[src/rtl/t_counter.sv]
// Up/down modulo counter with parallel load, terminal-count and sticky overflow.
// Latency: q and ovf update one clk edge after the inputs; tc is combinational.
// Backpressure: none; the counter accepts load/en on every edge.
module t_counter #(
  parameter int     WIDTH    = 4,
  parameter longint MODULUS  = longint'(1) << WIDTH,
  parameter bit     SATURATE = 1'b0
) (
  input  logic             clk,
  input  logic             rst,
  input  logic             en,
  input  logic             up,
  input  logic             load,
  input  logic [WIDTH-1:0] din,
  input  logic             clr_ovf,
  output logic [WIDTH-1:0] q,
  output logic             tc,
  output logic             ovf
);

  // One extra bit so that MODULUS = 2**WIDTH and its neighbours are representable.
  localparam logic [WIDTH:0] LP_MOD = MODULUS[WIDTH:0];
  localparam logic [WIDTH:0] LP_ONE = {{WIDTH{1'b0}}, 1'b1};
  localparam logic [WIDTH:0] LP_MAX = LP_MOD - LP_ONE;

  // The count register carries the extra bit as well; it is always zero because
  // every value written is below MODULUS, so synthesis trims it away.
  logic [WIDTH:0] r_cnt;
  logic           r_ovf;

  logic [WIDTH:0] w_din_ext;
  logic [WIDTH:0] w_next;
  logic           w_at_max;
  logic           w_at_zero;
  logic           w_tc;

  assign w_din_ext = {1'b0, din};
  assign w_at_max  = (r_cnt == LP_MAX);
  assign w_at_zero = (r_cnt == '0);

  // Terminal count: the enabled step would cross a range end. Reset forces r_cnt
  // to zero, so during reset this naturally reports the q=0 view.
  assign w_tc = en & ~load & ((up & w_at_max) | (~up & w_at_zero));

  // Next count: load (clamped into range) beats count, count beats hold.
  always_comb begin
    w_next = r_cnt;
    if (load) begin
      w_next = (w_din_ext < LP_MOD) ? w_din_ext : LP_MAX;
    end else if (en) begin
      if (up) begin
        if (w_at_max) begin
          w_next = SATURATE ? LP_MAX : '0;
        end else begin
          w_next = r_cnt + LP_ONE;
        end
      end else begin
        if (w_at_zero) begin
          w_next = SATURATE ? '0 : LP_MAX;
        end else begin
          w_next = r_cnt - LP_ONE;
        end
      end
    end
  end

  // Count register; reset discards any update in flight.
  always_ff @(posedge clk or posedge rst) begin
    if (rst) begin
      r_cnt <= '0;
    end else begin
      r_cnt <= w_next;
    end
  end

  // Sticky overflow: a range-end event sets it and wins over a same-edge clear.
  always_ff @(posedge clk or posedge rst) begin
    if (rst) begin
      r_ovf <= 1'b0;
    end else if (w_tc) begin
      r_ovf <= 1'b1;
    end else if (clr_ovf) begin
      r_ovf <= 1'b0;
    end
  end

  assign q   = r_cnt[WIDTH-1:0];
  assign tc  = w_tc;
  assign ovf = r_ovf;

endmodule

[config.mk]
export PLATFORM = sky130hd
export DESIGN_NAME = t_counter
export DESIGN_NICKNAME = d
export VERILOG_FILES = /design/src/rtl/t_counter.sv
export SDC_FILE = /design/constraint.sdc
export NUM_CORES = 1
export LEC_CHECK = 0
export ABC_CLOCK_PERIOD_IN_PS = 2150
export BUFFER_PORTS_ARGS = -buffer_cell sky130_fd_sc_hd__buf_4
export CORE_AREA = 2 2 39 41
export CTS_BUF_LIST = sky130_fd_sc_hd__clkbuf_4
export CTS_CLUSTER_DIAMETER = 200
export DETAILED_ROUTE_END_ITERATION = 8
export DIE_AREA = 0 0 41 43
export GPL_TIMING_DRIVEN = 0
export PLACE_DENSITY_LB_ADDON = 0.1
export SYNTH_ARGS = -nofsm -noshare
export SYNTH_HDL_FRONTEND = slang
export SYNTH_SLANG_ARGS = --single-unit
[constraint.sdc]
create_clock -name clk -period 2.15 [get_ports clk]
set_input_delay 0.43 -clock clk [delete_from_list [all_inputs] [get_ports clk]]
set_output_delay 0.43 -clock clk [all_outputs]
set_load 0.005 [all_outputs]
**After elaboration in Yosys (flattened, before gate mapping)**

Cells that the tools add are included.

- Register bits: 6
- Input port bits: 10

- $add $sub $neg: 2
- Order comparisons: 1
- Eq/ne operators: 1
- Muxes and demuxes: 8
- Bitwise operators: 7
- Reductions and logical operators: 3

Operator list:

| kind | count |
|---|---|
| 5-bit two-way mux | 5 |
| 5-bit by 1-bit adder with 5-bit output, second input constant | 1 |
| 5-bit by 4-bit == test with 1-bit output, second input constant | 1 |
| 5-bit zero test | 1 |
| 4-bit by 5-bit less-than comparator with 1-bit output, second input constant | 1 |
| 5-bit by 1-bit subtractor with 5-bit output, second input constant | 1 |
| 1-bit AND | 4 |
| 4-bit two-way mux | 1 |
| 2-bit nonzero test | 2 |
| 1-bit two-way mux | 2 |
| 1-bit NOT | 2 |
| 1-bit OR | 1 |

**Depth between registers and ports, before layout**

- Word-level depth: 5
- Gate-level depth with buffers: 6
- Depth with buffers taken out: 6

**Worst setup path after synthesis**

OpenSTA, ideal clock, no wires.

- Kind: register to output
- From: register r_cnt[0]
- To: output port tc
- Arrival: 1.373 ns
- Required time: 1.720 ns
- Path slack: 0.347 ns
- Stages on the path, launching flop included: 6
- Path buffers: 0
- Cells stage by stage: dfrtp_1 > inv_1 > ha_1 > or4b_4 > nor2_4 > o21a_1

- Word-level cells in the longest chain between the ends: 4
- Elaborated cells between the ends (all ways): 6

Ends and longest elaborated chain:

| item | RTL line | text |
|---|---|---|
| start, declared | 28 | `logic [WIDTH:0] r_cnt;` |
| start signal, assigned | 72 | `r_cnt <= w_next;` |
| 5-bit by 4-bit == test with 1-bit output or 5-bit zero test (tied branches) | 38, 39 |  |
| 1-bit AND | 43 | `assign w_tc = en & ~load & ((up & w_at_max) \| (~up & w_at_zero));` |
| 1-bit OR (*) | 43 |  |
| 1-bit AND (*) | 43 |  |
| end, declared | 17 | `output logic tc,` |

Every way passes the cells marked *; elsewhere a longest branch is shown, timed or not.

**Worst setup path in the final report**

Same ends and word-level chain as after synthesis.

==> impl_results.md <==
- Synth top area cells: dfrtp_1 (31%), buf_4 (6.1%), nor2_1 (5.3%)
- Max incr delay on CP: a little under 0.5 ns
- Worst setup SP type: flop
- Die Ht: 43 um
- Post-layout nets: 96
- CTS H-Tree Depth: 1
- Clock Pin Slew Worst Setup and Hold Paths: 0.04 ns
- Synthesized area: 492 um2
- Syn_area_per_cell: ~8.2 um2
- Final Hold Slack: 0.0988 ns
- Routed vias/inst: 4.94
- Tot GR Track Use: approximately 16%
- CTS Root Cell: clkbuf_4
- Yosys warns: 0
- Slowest cell on the critical path: or4b_4
- Fmax: 469 MHz
- DRC violations left: 0
- DR vias: ~480
- Tcrit/Tclk final: just under 100%
- Unrepaired setup endpoints after global routing: true
- Synthesized Nets: 72
- Finished Core Util: 50.1%
- Filler instances: 139
- #FFs+latches synth: 6
- Endpoints failing setup: 0
- Ys async rst share: 100%
- Maximum Capacitance Violations: 0
- CORE AREA: 1380 um2
- Comb power frac: about two fifths
- Post-DP HPWL: 748 um
- Pleak: 0.000355 uW
- Top-count cell post-synth: nor2_1
- Total grt overflow: 0
- FP Rows: 14
- Die W: 41 um
- Worst r2r path cells: 7
- Pwr/cell area: 567 nW/um2
- Cts hold-fix bufs: 0
- Clock tree sinks: 6
- Commonest register cell after synthesis: dfrtp_1
- Worst slew margin: 70.5%
- # port buffers: 13
- WS Path Type: reg -> out
- Post-synthesis cell count: 60
- Post-synth EDFFs: 0
- Most common library cells after synthesis: nor2_1 (7), dfrtp_1 (6), inv_1 (5), nand2_1 (5)
- Register area share after synthesis: 30.5%
- CP required: approximately 1.7 ns
- Clock skew: 0.00232 ns
- WP data arrival: between 1.5 and 2 ns
- Crit end category: primary output
- Initial core utilization: 35.5%
- Layout cells sized above 1: 46.3%
- Reg2reg start: r_cnt[0]$_DFFE_PP0P_
- Class of the worst hold path: in -> async
- Outcome: finished clean
- Crit Path Max Fanout: 3
- Slew Limit Fails: 0
- Clock Latency Late Sink: 0.24 ns
- TritonCTS clock tree: built
- Initial antenna violation count: 0
- Starting DRC count in detailed routing: 6
- TritonCTS Buffers: 3
- Area leader, netlist: dfrtp_1
- Die ar.: around 1800 um2
- Number of routed nets with antenna violations: 0
- Finished Layout Cells: 98
- CP Launch Point: r_cnt[0]$_DFFE_PP0P_
- Share of the synthesized area in the top cell type: 30.5%
- VDD IR max: 0.333 mV
- Final GP Congestion: 0.703
- Drt wl/cell: 11.0 um
- Clk network pwr share: 25.2%
- Vias in the first global route: 434
- Io pins: 16
- Largest net degree at the start of global routing: 11
- CTS max path bufs: 2
- Antenna diodes: 0
- Sequential share of power: between 30% and 40%
- CP Cell Sequence: inv_2 -> ha_4 -> or4b_4 -> nor2_4 -> o21a_1 -> buf_4
- First-pass GRT wire length: 1.88 mm
- Placed Cells: between 80 and 90
- Switching pwr: 117 uW
- P&R area growth vs syn: 41.0%
- TritonRoute pass-1 iters: 3
- Cell-internal power: ~280 uW
- Worst Max-Slew Pin Slew: 0.443 ns
- Fin crit period: 2.13 ns
- Switching share of power: ~30%
- DRT Wirelength: 1.07 mm
- Fin. Hold Viols: 0
- Unique masters post-synth: 31
[what timing repair did]
item	in CTS	in global routing
buffers inserted	4	2
pin swaps	3	3
endpoints found under the setup margin	1	1
gates resized for setup	6	1
[flip-flops by register name, indices dropped and copies added, names as in the netlist]
register	cells
ovf	1
r_cnt	5
[power by group through the flow]
stage | Clock (uW) | Combinational, uW | Sequential [uW]
5_1_grt | 114 | 171 | 141
3_3_place_gp | 0 | 129 | 144
2_1_floorplan | 0 | 88.6 | 139
4_1_cts | 103 | 149 | 138
6_report | 99.0 | 155 | 139
3_5_place_dp | 0 | 128 | 144
[worst paths after layout]
path | slack, ns | endpoint
worst min-delay path | 0.1 | ovf$_DFFE_PP0P_
worst max-delay path | 0.02 | tc
worst max register to register | 0.44 | ovf$_DFFE_PP0P_
min in group clk | 0.40 | r_cnt[0]$_DFFE_PP0P_
max in group asynchronous | 1.85 | r_cnt[1]$_DFFE_PP0P_
worst min register to register | 0.49 | ovf$_DFFE_PP0P_
[layer usage]
layer  up-vias  wire length, um  global-route usage (%)
met3         2               33                    1.57
met1       223              499                    22.9
li1        250                -                       -
met5         -                0                       0
met2         9              525                    21.3
met4         0               15                    12.0
[area by class of cell]
class	count	area, um2	share of cell area, %
inverter	5	18.8	2.71
clock buffer	3	22.5	3.25
buffer	7	50.0	7.22
multi-input combinational	42	287	41.3
tap	16	20.0	2.89
timing repair buffer	19	143	20.6
sequential	6	153	22.0
[stage by stage]
stage	setup TNS, ns	total power [uW]	setup slack (ns)	area, um2
2_1_floorplan	0	228	0.347	492
3_3_place_gp	0	272	0.130	609
3_5_place_dp	0	272	0.126	609
4_1_cts	0	391	0.00354	677
5_1_grt	-0.0586	426	-0.0586	693
6_report	0	393	0.0187	693
[cells by family after synthesis]
family / share of synthesized area [%]
AND/OR/NAND/NOR: 28.0
AO/OA/AOI/OAI: 16.3
buffers and inverters: 14.0
flip-flops: 30.5
multiplexers: 4.33
adder cells (fa/ha/maj): 5.09
XOR/XNOR: 1.78
[critical path, delay by kind of cell, from the launching register on]
family / cells / cell delay, ns
flops: 1 / 0.41
buf+inv: 2 / 0.18
compound gates: 1 / 0.15
simple gates: 2 / 0.60
fa+ha+maj: 1 / 0.12
[cell usage in the layout (no fill, tap or decap), types with 2 or more instances in the layout]
cell | Yosys | layout
nor2_1 | 7 | 7
nor3_1 | 3 | 3
inv_2 | 0 | 2
inv_1 | 5 | 3
buf_4 | 4 | 23
nand2_1 | 5 | 5
nor4_1 | 2 | 2
dfrtp_1 | 6 | 4
clkbuf_4 | 0 | 3
a21oi_1 | 4 | 4
dfrtp_2 | 0 | 2
(Power assumes the default switching activity.)
